--- config.mk ---
export PLATFORM = sky130hd
export DESIGN_NAME = clock_divider_ctrl
export DESIGN_NICKNAME = d
export VERILOG_FILES = /design/src/rtl/clock_divider_ctrl.sv
export SDC_FILE = /design/constraint.sdc
export NUM_CORES = 1
export LEC_CHECK = 0
export BUFFER_PORTS_ARGS = -buffer_cell sky130_fd_sc_hd__clkbuf_2
export CAP_MARGIN = 20
export CORE_MARGIN = 8
export CORE_UTILIZATION = 49
export CTS_BUF_LIST = sky130_fd_sc_hd__clkbuf_8
export CTS_CLUSTER_SIZE = 14
export DETAILED_ROUTE_END_ITERATION = 10
export PLACE_DENSITY = 0.69
export SLEW_MARGIN = 20
export SYNTH_ARGS = -nofsm -noshare
export SYNTH_HDL_FRONTEND = slang
export SYNTH_SLANG_ARGS = --single-unit
--- constraint.sdc ---
create_clock -name MCLK_IN -period 4.31 [get_ports MCLK_IN]
set_input_delay 0.6465 -clock MCLK_IN [delete_from_list [all_inputs] [get_ports MCLK_IN]]
set_output_delay 0.6465 -clock MCLK_IN [all_outputs]
set_load 0.005 [all_outputs]
--- src/rtl/clock_divider_ctrl.sv ---
// rtl/clock_divider_ctrl.sv - run-time programmable CPUCLK/TIMERCLK divider with periodic timer IRQ
//
// Ports:
//   MCLK_IN       master clock (40MHz)
//   RESET_ALL_IN  asynchronous active-high reset
//   REG_WR        single-cycle register write strobe
//   REG_ADDR      register select: 0 CPU_DIV, 1 TMR_DIV, 2 TMR_PERIOD, 3 CTRL
//   REG_WDATA     register write data
//   REG_RDATA     register read data, combinational from REG_ADDR
//   REG_BUSY      CPU divider change pending
//   IRQ_ACK       single-cycle interrupt acknowledge
//   CPUCLK        divided CPU clock (registered)
//   TIMERCLK      divided timer clock (registered)
//   TIMER_IRQ     timer interrupt request, level

`timescale 1ns/1ps

module clock_divider_ctrl #(
    parameter logic [5:0]  CPU_DIV_RST    = 6'd0,
    parameter logic [4:0]  TMR_DIV_RST    = 5'd19,
    parameter logic [15:0] TMR_PERIOD_RST = 16'd1000
) (
    input  logic        MCLK_IN,
    input  logic        RESET_ALL_IN,
    input  logic        REG_WR,
    input  logic [1:0]  REG_ADDR,
    input  logic [15:0] REG_WDATA,
    output logic [15:0] REG_RDATA,
    output logic        REG_BUSY,
    input  logic        IRQ_ACK,
    output logic        CPUCLK,
    output logic        TIMERCLK,
    output logic        TIMER_IRQ
);

    typedef enum logic {
        ST_RUN   = 1'b0,
        ST_ARMED = 1'b1
    } cpu_state_t;

    cpu_state_t  cpu_state;
    cpu_state_t  cpu_state_nxt;

    logic [5:0]  cpu_div_act;
    logic [5:0]  cpu_div_pend;
    logic [5:0]  cpu_cnt;
    logic [4:0]  tmr_div;
    logic [4:0]  tmr_cnt;
    logic [15:0] tmr_period;
    logic [15:0] tick_cnt;
    logic        ctrl_ten;
    logic        ctrl_ien;
    logic        irq_pend;

    logic wr_cpu_div;
    logic wr_tmr_div;
    logic wr_tmr_period;
    logic wr_ctrl;
    logic cpu_toggle;
    logic cpu_fall;
    logic cpu_switch;
    logic tmr_rise;
    logic tick_en;
    logic irq_hit;
    logic irq_clr;

    assign wr_cpu_div    = REG_WR && (REG_ADDR == 2'd0);
    assign wr_tmr_div    = REG_WR && (REG_ADDR == 2'd1);
    assign wr_tmr_period = REG_WR && (REG_ADDR == 2'd2);
    assign wr_ctrl       = REG_WR && (REG_ADDR == 2'd3);

    // A pending ratio is only adopted on a falling toggle, so the high
    // phase in flight always completes at the old length.
    assign cpu_toggle = (cpu_cnt == 6'd0);
    assign cpu_fall   = cpu_toggle && CPUCLK;
    assign cpu_switch = cpu_fall && (cpu_state == ST_ARMED);

    assign tmr_rise = ctrl_ten && (tmr_cnt == 5'd0) && !TIMERCLK;
    assign tick_en  = tmr_rise && (tmr_period != 16'd0);
    assign irq_hit  = tick_en && (tick_cnt == tmr_period - 16'd1);
    assign irq_clr  = IRQ_ACK || (wr_ctrl && REG_WDATA[8]);

    assign REG_BUSY = (cpu_state == ST_ARMED);

    // A write landing on the switch edge re-arms with the new value; the
    // switch itself still consumes the value pending before that write.
    always_comb begin
        cpu_state_nxt = cpu_state;
        case (cpu_state)
            ST_RUN: begin
                if (wr_cpu_div) begin
                    cpu_state_nxt = ST_ARMED;
                end
            end
            ST_ARMED: begin
                if (cpu_fall && !wr_cpu_div) begin
                    cpu_state_nxt = ST_RUN;
                end
            end
            default: cpu_state_nxt = ST_RUN;
        endcase
    end

    always_ff @(posedge MCLK_IN or posedge RESET_ALL_IN) begin
        if (RESET_ALL_IN) begin
            cpu_state    <= ST_RUN;
            cpu_div_act  <= CPU_DIV_RST;
            cpu_div_pend <= CPU_DIV_RST;
            cpu_cnt      <= CPU_DIV_RST;
            CPUCLK       <= 1'b0;
        end else begin
            cpu_state <= cpu_state_nxt;
            if (wr_cpu_div) begin
                cpu_div_pend <= REG_WDATA[5:0];
            end
            if (cpu_toggle) begin
                CPUCLK <= ~CPUCLK;
                if (cpu_switch) begin
                    cpu_cnt     <= cpu_div_pend;
                    cpu_div_act <= cpu_div_pend;
                end else begin
                    cpu_cnt <= cpu_div_act;
                end
            end else begin
                cpu_cnt <= cpu_cnt - 6'd1;
            end
        end
    end

    // Holding tmr_cnt at tmr_div while disabled gives a full first
    // half-period once TEN is set again.
    always_ff @(posedge MCLK_IN or posedge RESET_ALL_IN) begin
        if (RESET_ALL_IN) begin
            tmr_cnt  <= TMR_DIV_RST;
            TIMERCLK <= 1'b0;
        end else if (!ctrl_ten) begin
            tmr_cnt  <= tmr_div;
            TIMERCLK <= 1'b0;
        end else if (tmr_cnt == 5'd0) begin
            tmr_cnt  <= tmr_div;
            TIMERCLK <= ~TIMERCLK;
        end else begin
            tmr_cnt <= tmr_cnt - 5'd1;
        end
    end

    // tick_cnt is a plain 16-bit counter: lowering tmr_period below the
    // current count lets it run through 16'hFFFF before matching again.
    always_ff @(posedge MCLK_IN or posedge RESET_ALL_IN) begin
        if (RESET_ALL_IN) begin
            tick_cnt  <= 16'd0;
            irq_pend  <= 1'b0;
            TIMER_IRQ <= 1'b0;
        end else begin
            if (!ctrl_ten) begin
                tick_cnt <= 16'd0;
            end else if (tick_en) begin
                tick_cnt <= irq_hit ? 16'd0 : tick_cnt + 16'd1;
            end
            if (irq_hit) begin
                irq_pend <= 1'b1;
            end else if (irq_clr) begin
                irq_pend <= 1'b0;
            end
            TIMER_IRQ <= irq_pend && ctrl_ien;
        end
    end

    always_ff @(posedge MCLK_IN or posedge RESET_ALL_IN) begin
        if (RESET_ALL_IN) begin
            tmr_div    <= TMR_DIV_RST;
            tmr_period <= TMR_PERIOD_RST;
            ctrl_ten   <= 1'b1;
            ctrl_ien   <= 1'b0;
        end else begin
            if (wr_tmr_div) begin
                tmr_div <= REG_WDATA[4:0];
            end
            if (wr_tmr_period) begin
                tmr_period <= REG_WDATA;
            end
            if (wr_ctrl) begin
                ctrl_ten <= REG_WDATA[0];
                ctrl_ien <= REG_WDATA[1];
            end
        end
    end

    always_comb begin
        REG_RDATA = 16'd0;
        case (REG_ADDR)
            2'd0:    REG_RDATA = {10'd0, cpu_div_act};
            2'd1:    REG_RDATA = {11'd0, tmr_div};
            2'd2:    REG_RDATA = tmr_period;
            default: REG_RDATA = {6'd0, REG_BUSY, irq_pend, 6'd0, ctrl_ien, ctrl_ten};
        endcase
    end

endmodule

After elaboration in Yosys (flattened, before gate mapping)
Cells that the tools add are included.
{ "word_totals": {"out_inout_bits": 20, "input_bits": 22, "elab_cells": 63, "ff_bits": 67} }
{ "classes": {"bitwise_logic": 3, "mux": 15, "add_sub_neg": 4, "n_eq_ne": 6, "n_reduce_logical": 21} }
{ "op_table": {"columns": ["op", "count"], "rows": [
  ["2-to-1 mux 16 bit", 3],
  ["case mux 16 bit (3 select lines)", 1],
  ["adder 16 x 1 -> 16 bit (second input constant)", 1],
  ["== test 16 bit", 1],
  ["nonzero test 16 bit", 1],
  ["subtractor 16 x 1 -> 16 bit (second input constant)", 1],
  ["logical AND 1 bit", 13],
  ["2-to-1 mux 6 bit", 2],
  ["2-to-1 mux 5 bit", 2],
  ["logical NOT 6 bit", 1],
  ["2-to-1 mux 1 bit", 6],
  ["subtractor 6 x 1 -> 6 bit (second input constant)", 1],
  ["logical NOT 5 bit", 1],
  ["subtractor 5 x 1 -> 5 bit (second input constant)", 1],
  ["== test 2 bit (second input constant)", 2],
  ["inequality test 2 x 1 -> 1 bit (second input constant)", 2],
  ["inverter 1 bit", 3],
  ["== test 2 x 1 -> 1 bit (second input constant)", 1],
  ["logical NOT 1 bit", 2],
  ["logical NOT 2 bit", 1],
  ["case mux 1 bit (2 select lines)", 1],
  ["nonzero test 2 bit", 1],
  ["logical OR 1 bit", 1]
]} }

Longest topological paths before layout
Gate-level depths: netlist of run 1.
{ "logic_depth": {"word_depth": 8, "mapped_depth": 10, "mapped_depth_nobuf": 9} }

Worst setup path after synthesis of run 1
OpenSTA, ideal clock, no wires.
{ "synth_path": {"path_type": "flip-flop to flip-flop", "from": "reg tmr_period[0]", "to": "reg tick_cnt[6]", "path_buffers": 1, "arrival_time_ns": 2.749, "path_stages_with_launch": 10, "setup_time_ns": 0.119, "required_time_ns": 4.191, "path_slack_ns": 1.442, "synth_period_minus_slack_ns": 2.868, "path_cell_list": "dfrtp_1 > inv_1 > ha_1 > or4b_4 > or4b_1 > a221o_1 > a2111oi_4 > or2b_2 > buf_6 > nor2_1"} }
{ "synth_between": {"elab_chain_cells": 6, "word_cells_on_any_way": 9, "classes_between": "add/sub: 1; eq/ne: 2; mux: 3; reduce/logical: 3"} }
{ "synth_rtl": {"columns": ["element", "line_no", "source"], "rows": [
  ["from (decl)", "49", "logic [15:0] tmr_period;"],
  ["from (signal assigned)", "172", "tmr_period <= TMR_PERIOD_RST;"],
  ["from (signal assigned)", "180", "tmr_period <= REG_WDATA;"],
  ["subtractor 16 x 1 -> 16 bit / nonzero test 16 bit (equally long branches)", "80, 79", null],
  ["== test 16 bit / logical AND 1 bit (equally long branches)", "80, 79", null],
  ["logical AND 1 bit", "80", "assign irq_hit = tick_en && (tick_cnt == tmr_period - 16'd1);"],
  ["2-to-1 mux 16 bit", "158", "tick_cnt <= irq_hit ? 16'd0 : tick_cnt + 16'd1;"],
  ["2-to-1 mux 16 bit", "157", "end else if (tick_en) begin"],
  ["2-to-1 mux 16 bit", "155", "if (!ctrl_ten) begin"],
  ["to (signal assigned)", "158", null],
  ["to (decl)", "50", "logic [15:0] tick_cnt;"]
]} }
Several ways; a longest one is shown, not always the timed one. The select of a mux whose other input is x is not followed.
A chain may end at the register's enable or synchronous reset.

Final worst setup path of run 1
{ "layout_path": {"from": "reg tmr_period[0]", "to": "reg tick_cnt[4]"} }
The elaborated chain is that of the path after synthesis.

==> reports/qor.csv, run 1 <==
stage,metric,value,unit
status,status,"finished, final reports clean",
synthesis,synth.largest_area_cell,dfrtp_1,
setup_path,slowest_delay,0.54,ns
setup_path,r2r-end,tick_cnt[4],
setup_path,cp_num_buf_inv,1,
global_routing,grt_max_degree,45,
synthesis,seq_area_frac_synth,44.4,%
setup_path,cp-startpoint,tmr_period[0],
global_routing,overflow,0,
synthesis,synth.most_common_cell,dfrtp_1,
sta,min_period,3.23,ns
setup_path,slowest_stage,a2111oi_0,
pwr,power_density,465,nW/um2
drt,drc,0,
cells_and_area,area_delta_synth_final,11.6,%
die,die_h,104,um
sta,fin_hold_ws,0.494,ns
setup_path,worstSetupEndpointType,flip-flop,
sta,fin_setup_tns,0,ns
sta,slew_headroom,38.2,%
global_routing,grt_pass1_vias,2875,
clock_tree,clock_latency,0.35,ns
drt,avgRoutedWirePerCell,17.0,um
die,core,7650,um2
drt,ant_nets,0,
run,drv_cap,0,
clock_tree,postCtsResizedCells,0,
synthesis,ys_top_cells_by_area,"dfrtp_1, dfstp_2, mux2_2, xnor2_1, nand2_1",
drt,drt_iter0_markers,166,
die,io-pin-count,42,
sta,min_period_over_period,75.0,%
placed_design,place_congestion,0.862,
setup_path,critPathArrivalTime,3.45,ns
synthesis,synth_common_cells,"dfrtp_1, nand2_1, mux2_2",
setup_path,start_kind,flip-flop,
cells_and_area,num-nets-final,431,
clock_tree,clock_sinks,67,
synthesis,yosys_warnings,0,
die,placementRows,32,
synthesis,synthFlopType,dfrtp_1,
drt,drt-pass1-iter-count,4,
pwr,ir_drop,0.253,mV
setup_path,criticalPathCategory,flip-flop to flip-flop,
clock_tree,post-cts-setup-buffers,0,
global_routing,grt_pass1_wl,14500,um
die,start_util,49.8,%
cells_and_area,nFillCells,648,
global_routing,antenna_found_initial,0,
sta,skew,0.0100,ns
synthesis,synthesis.nets,396,
drt,vias,2864,
setup_path,worst-path-max-fanout,13,
synthesis,synth_cell_types,55,
sta,finalSetupViolations,0,
die,die-area,10900,um2
placed_design,hpwl,6500,um
synthesis,syn_avg_cell_area,10.3,um2
pwr,leakagePower,1.85,nW
setup_path,path_cells,inv_1 -> ha_1 -> nor4b_2 -> nand4_1 -> a2111oi_0 -> o211ai_1 -> a2111oi_4 -> or2b_2 -> nor2_1,
synthesis,synth.top_cell.area_share,35.5,%
die,die_w,104,um
clock_tree,clock_path_buffers,2,
setup_path,cp_num_cells,9,
synthesis,syn_inst,370,
clock_tree,root_buffer,clkbuf_8,
clock_tree,cts_max_level,3,
sta,hold_viol_final,0,
clock_tree,cts_hold_buf,0,
setup_path,crit_path_end,tick_cnt[4],
setup_path,cp_top_family,compound AO/OA/AOI/OAI gates,
sta,fmax,309,MHz
synthesis,syn_area,3810,um2
clock_tree,cts_buffers,9,
hold_path,hold_class,input pin to async pin,
setup_path,reg2reg_slack,1.08,ns
placed_design,port_buffers,41,
drt,avgViaCountPerCell,5.60,
synthesis,async_flop_share,100,%
sta,rsz0062_at_grt,no,
cells_and_area,layout-drive-gt1-share,27.4,%
sta,worst_pin_slew,0.926,ns
synthesis,ys_seq_elements,67,
setup_path,rr_worst_depth,9,
clock_tree,cts_tree,yes,
cells_and_area,num_antenna_cells,0,
drt,wirelength,8700,um
setup_path,rr_startpoint,tmr_period[0],
clock_tree,clkTransAtPathRegs,0.07,ns
cells_and_area,utilization,55.6,%
synthesis,synth_edf_count,0,
setup_path,required,4.53,ns
sta,drv_slew,0,
global_routing,grt_usage,16.5,%
==> layer usage <==
metal | global-route usage [%] | part of all wire, % | vias to the layer above
met2 | 24.9 | 46 | 78
met4 | 4.24 | 0.99 | 0
met5 | 0 | 0 | -
li1 | - | - | 1374
met1 | 22.1 | 46 | 1401
met3 | 5.70 | 6.6 | 11
==> flip-flops by register name, indices dropped and copies added (netlist names) <==
| name | cells |
|---|---|
| CPUCLK | 1 |
| TIMERCLK | 1 |
| tmr_period | 16 |
| REG_BUSY | 1 |
| ctrl_ien | 1 |
| irq_pend | 1 |
| tick_cnt | 16 |
| TIMER_IRQ | 1 |
| ctrl_ten | 1 |
| cpu_div_act | 6 |
| tmr_cnt | 5 |
| cpu_cnt | 6 |
| cpu_div_pend | 6 |
| tmr_div | 5 |
==> report_power, final <==
group	switching [mW]	total [mW]	internal [mW]	leakage (nW)
sequential	0.164	0.956	0.792	0.822
clock	0.228	0.501	0.274	0.105
combinational	0.255	0.519	0.264	0.925
==> final cells by class <==
class                   count  area, um2  area share [%]
clock buffers              10        138            3.24
well taps                 102        128            3.00
flip-flops and latches     67       1690            39.8
clock inverters             5       47.5            1.12
repair buffers             43        220            5.18
multi-input cells         275       1990            46.9
inverters                   9       33.8           0.795
==> cells in the final DEF (no fill, tap or decap), drive strengths merged, types with 5 or more instances in the layout <==
cell    synthesis  final
nor2           22     22
mux2i          10     10
mux2           30     30
inv             9     11
xor2           15     15
nor3           14     14
clkbuf         15     51
and2           13     13
xnor2          22     22
nand4           9      9
dfstp          13     13
o21ai           9      9
nor2b           6      6
nand3          12     12
o211ai          5      5
dfrtp          54     54
nor4            5      5
nand2          50     50
==> through the flow <==
stage,area [um2],total power [mW],instances,worst slack (ns)
final,4250,1.98,511,1.08
after global routing,4250,2.10,511,0.936
after CTS,4250,1.99,511,1.13
after detailed placement,4060,1.48,496,1.19
after global placement,4060,1.46,496,1.16
after floorplan,3810,1.32,370,1.44
==> kinds of logic (layout without fill, tap and decap cells) <==
group | after synthesis | count (layout) | synth area share [%]
flops | 67 | 67 | 44.4
simple gates | 154 | 154 | 21.1
mux | 42 | 42 | 12.7
compound gates | 36 | 36 | 7.39
xor+xnor | 39 | 39 | 9.72
fa+ha+maj | 4 | 4 | 1.31
buf+inv | 28 | 67 | 3.38
==> worst reg2reg max path: stages, from the launching register on <==
cell       delay (ns)
dfrtp_1          0.44
inv_1            0.08
ha_1             0.19
nor4b_2          0.49
nand4_1          0.19
a2111oi_0        0.54
o211ai_1         0.22
a2111oi_4        0.52
or2b_2           0.34
nor2_1           0.09
==> worst min path at each step <==
stage | startpoint | to | depth (start not counted)
4_1_cts | cpu_div_pend[4] | cpu_div_act[4] | 2
2_1_floorplan | cpu_div_pend[4] | cpu_div_act[4] | 2
5_1_grt | REG_WDATA[7] | tmr_period[7] | 2
6_report | RESET_ALL_IN | tmr_cnt[2] | 2
3_3_place_gp | cpu_div_pend[2] | cpu_div_act[2] | 2
3_5_place_dp | cpu_div_pend[0] | cpu_div_act[0] | 2
Power figures use the tool's default switching activity.
==> run 2, diff against run 1 <==
--- a/config.mk
+++ b/config.mk
@@ -5,6 +5,7 @@
 export SDC_FILE = /design/constraint.sdc
 export NUM_CORES = 1
 export LEC_CHECK = 0
+export ABC_AREA = 1
 export BUFFER_PORTS_ARGS = -buffer_cell sky130_fd_sc_hd__clkbuf_2
 export CAP_MARGIN = 20
 export CORE_MARGIN = 8
@@ -12,7 +13,7 @@
 export CTS_BUF_LIST = sky130_fd_sc_hd__clkbuf_8
 export CTS_CLUSTER_SIZE = 14
 export DETAILED_ROUTE_END_ITERATION = 10
-export PLACE_DENSITY = 0.69
+export PLACE_DENSITY = 0.71
 export SLEW_MARGIN = 20
 export SYNTH_ARGS = -nofsm -noshare
 export SYNTH_HDL_FRONTEND = slang
==> constraint.sdc (replaced) <==
create_clock -name MCLK_IN -period 2.7 [get_ports MCLK_IN]
set_input_delay 0.405 -clock MCLK_IN [delete_from_list [all_inputs] [get_ports MCLK_IN]]
set_output_delay 0.405 -clock MCLK_IN [all_outputs]
set_load 0.005 [all_outputs]
==> reports/qor.csv, run 2 <==
stage,metric,value,unit
die,start_util,50.0,%
clock_tree,postCtsResizedCells,0,
clock_tree,cts_hold_buf,0,
pwr,p_int,2.18,mW
synthesis,synth_cell_types,38,
synthesis,syn_inst,567,
placed_design,port_buffers,41,
drt,drt_iter0_markers,262,
cells_and_area,layout_commonest_cell,nand2_1,
drt,wirelength,9580,um
setup_path,worstSetupEndpointType,flip-flop,
pwr,power_density,714,nW/um2
hold_path,hold_class,input pin to async pin,
setup_path,cp-startpoint,tmr_period[0],
setup_path,criticalPathCategory,flip-flop to flip-flop,
drt,vias,3581,
pwr,ir_drop,0.472,mV
pwr,sw_frac_of_total,33.8,%
sta,drv_slew,0,
drt,ant_nets,0,
clock_tree,clkTransAtPathRegs,0.09,ns
pwr,switching_power,1.11,mW
global_routing,grt_pass1_wl,16600,um
cells_and_area,num-nets-final,632,
synthesis,synthFlopType,dfrtp_1,
drt,avgViaCountPerCell,5.00,
clock_tree,post-cts-setup-buffers,0,
setup_path,r2r-end,tick_cnt[13],
clock_tree,root_buffer,clkbuf_8,
global_routing,grt_usage,18.0,%
sta,hold_viol_final,0,
setup_path,cpMostUsedCell,nand2_1,
setup_path,worst-path-max-fanout,14,
synthesis,syn_avg_cell_area,7.18,um2
cells_and_area,layout-drive-gt1-share,15.9,%
sta,rsz0062_at_grt,no,
pwr,p_clk_share,30.8,%
die,die_h,107,um
pwr,fin_total_pwr,3.29,mW
setup_path,start_kind,flip-flop,
sta,fin_hold_ws,0.0948,ns
sta,fin_setup_tns,0,ns
placed_design,hpwl,7240,um
setup_path,rr_worst_depth,11,
pwr,seq_power_share,42.6,%
pwr,power.combinational.fraction,26.6,%
synthesis,async_flop_share,100,%
global_routing,overflow,0,
drt,drt-pass1-iter-count,5,
die,die-area,11500,um2
die,io-pin-count,42,
synthesis,seq_area_frac_synth,41.6,%
setup_path,slowest_stage,dfrtp_1,
placed_design,place_congestion,0.956,
global_routing,grt_max_degree,68,
synthesis,synth.largest_area_cell,dfrtp_1,
drt,avgRoutedWirePerCell,13.4,um
sta,worst_pin_slew,0.464,ns
synthesis,ys_seq_elements,67,
clock_tree,clock_sinks,67,
run,drv_cap,0,
setup_path,critPathArrivalTime,2.35,ns
sta,slew_headroom,68.9,%
global_routing,antenna_found_initial,0,
sta,finalSetupViolations,0,
synthesis,ys_top_cells_by_area,"dfrtp_1, nand2_1, dfstp_2, nor2_1, inv_1",
synthesis,synth.top_cell.area_share,33.2,%
setup_path,rr_startpoint,tmr_period[0],
clock_tree,cts_max_level,3,
cells_and_area,area_delta_synth_final,13.3,%
setup_path,path_cells,inv_2 -> ha_1 -> nand2_1 -> nor2_1 -> nand2_1 -> nand2_1 -> nand2_1 -> inv_2 -> nor3_1 -> o21ai_0 -> nor2_1,
synthesis,syn_area,4070,um2
sta,skew,0.0172,ns
synthesis,synth.most_common_cell,nand2_1,
die,core,8130,um2
synthesis,yosys_warnings,0,
setup_path,required,2.93,ns
sta,min_period,2.12,ns
status,status,"finished, final reports clean",
cells_and_area,utilization,56.7,%
drt,drc,0,
clock_tree,cts_tree,yes,
setup_path,slowest_delay,0.44,ns
clock_tree,clock_path_buffers,2,
synthesis,synth_common_cells,"nand2_1, nor2_1, inv_1",
sta,fmax,472,MHz
clock_tree,cts_buffers,9,
synthesis,synthesis.nets,593,
clock_tree,clock_latency,0.35,ns
die,die_w,107,um
die,placementRows,33,
cells_and_area,largest_registers,"tick_cnt x16, tmr_period x16",
pwr,leakagePower,2.32,nW
cells_and_area,num_antenna_cells,0,
global_routing,grt_pass1_vias,3395,
setup_path,reg2reg_slack,0.58,ns
cells_and_area,mostFrequentLayoutCells,"nand2_1, nor2_1, inv_1",
sta,min_period_over_period,78.4,%
synthesis,synth_edf_count,0,
run 2: per-layer routing:
layer	vias to the layer above	part of all wire, %	track usage (%)
met5	-	0	0
met4	0	2.0	6.33
met3	14	5.9	4.02
met2	107	44	26.7
met1	1627	48	25.0
li1	1833	-	-
run 2: layout make-up:
cell class                 count  area [um2]
sequential                    67        1690
fill                         749        3520
clock inverter                 7         119
inverter                      73         274
multi-input combinational    409        2010
clock buffer                   9         124
tap                          105         131
timing repair buffer          46         255
run 2: how the worst max path moves through the flow:
stage / to / slack, ns / depth (start not counted)
6_report: tick_cnt[13] / 0.58 / 11
5_1_grt: tick_cnt[13] / 0.31 / 11
4_1_cts: tick_cnt[13] / 0.60 / 11
3_5_place_dp: tick_cnt[13] / 0.62 / 11
3_3_place_gp: tick_cnt[13] / 0.69 / 11
2_1_floorplan: CPUCLK / 0.63 / 1
run 2: through the flow:
step	area (um2)	setup WS, ns	instances
after floorplan	4070	0.633	567
after global placement	4370	0.688	700
after detailed placement	4370	0.615	700
after CTS	4610	0.601	716
after global routing	4610	0.314	716
final	4610	0.583	716
run 2: critical path: cells and delay by family (launching register included):
kind                       cells  cell delay, ns
AOI/OAI and AO/OA              1            0.16
adders and majority gates      1            0.25
buffers and inverters          2            0.34
DFF                            1            0.44
and+or+nand+nor                7            0.81
run 2: power by group through the flow:
stage                     clock, mW  sequential, mW  combinational, mW
after floorplan                   0            1.36              0.676
after global placement            0            1.41              0.857
after detailed placement          0            1.42              0.876
after CTS                      1.04            1.40              0.882
after global routing           1.08            1.43               1.02
final                          1.01            1.40              0.874
run 2: logic make-up (layout without fill, tap and decap cells):
logic type | Yosys count | after routing | synth area share (%)
compound gates | 62 | 62 | 8.36
xor+xnor | 31 | 31 | 6.67
fa+ha+maj | 4 | 4 | 1.23
buf+inv | 91 | 135 | 8.89
flops | 67 | 67 | 41.6
simple gates | 312 | 312 | 33.2
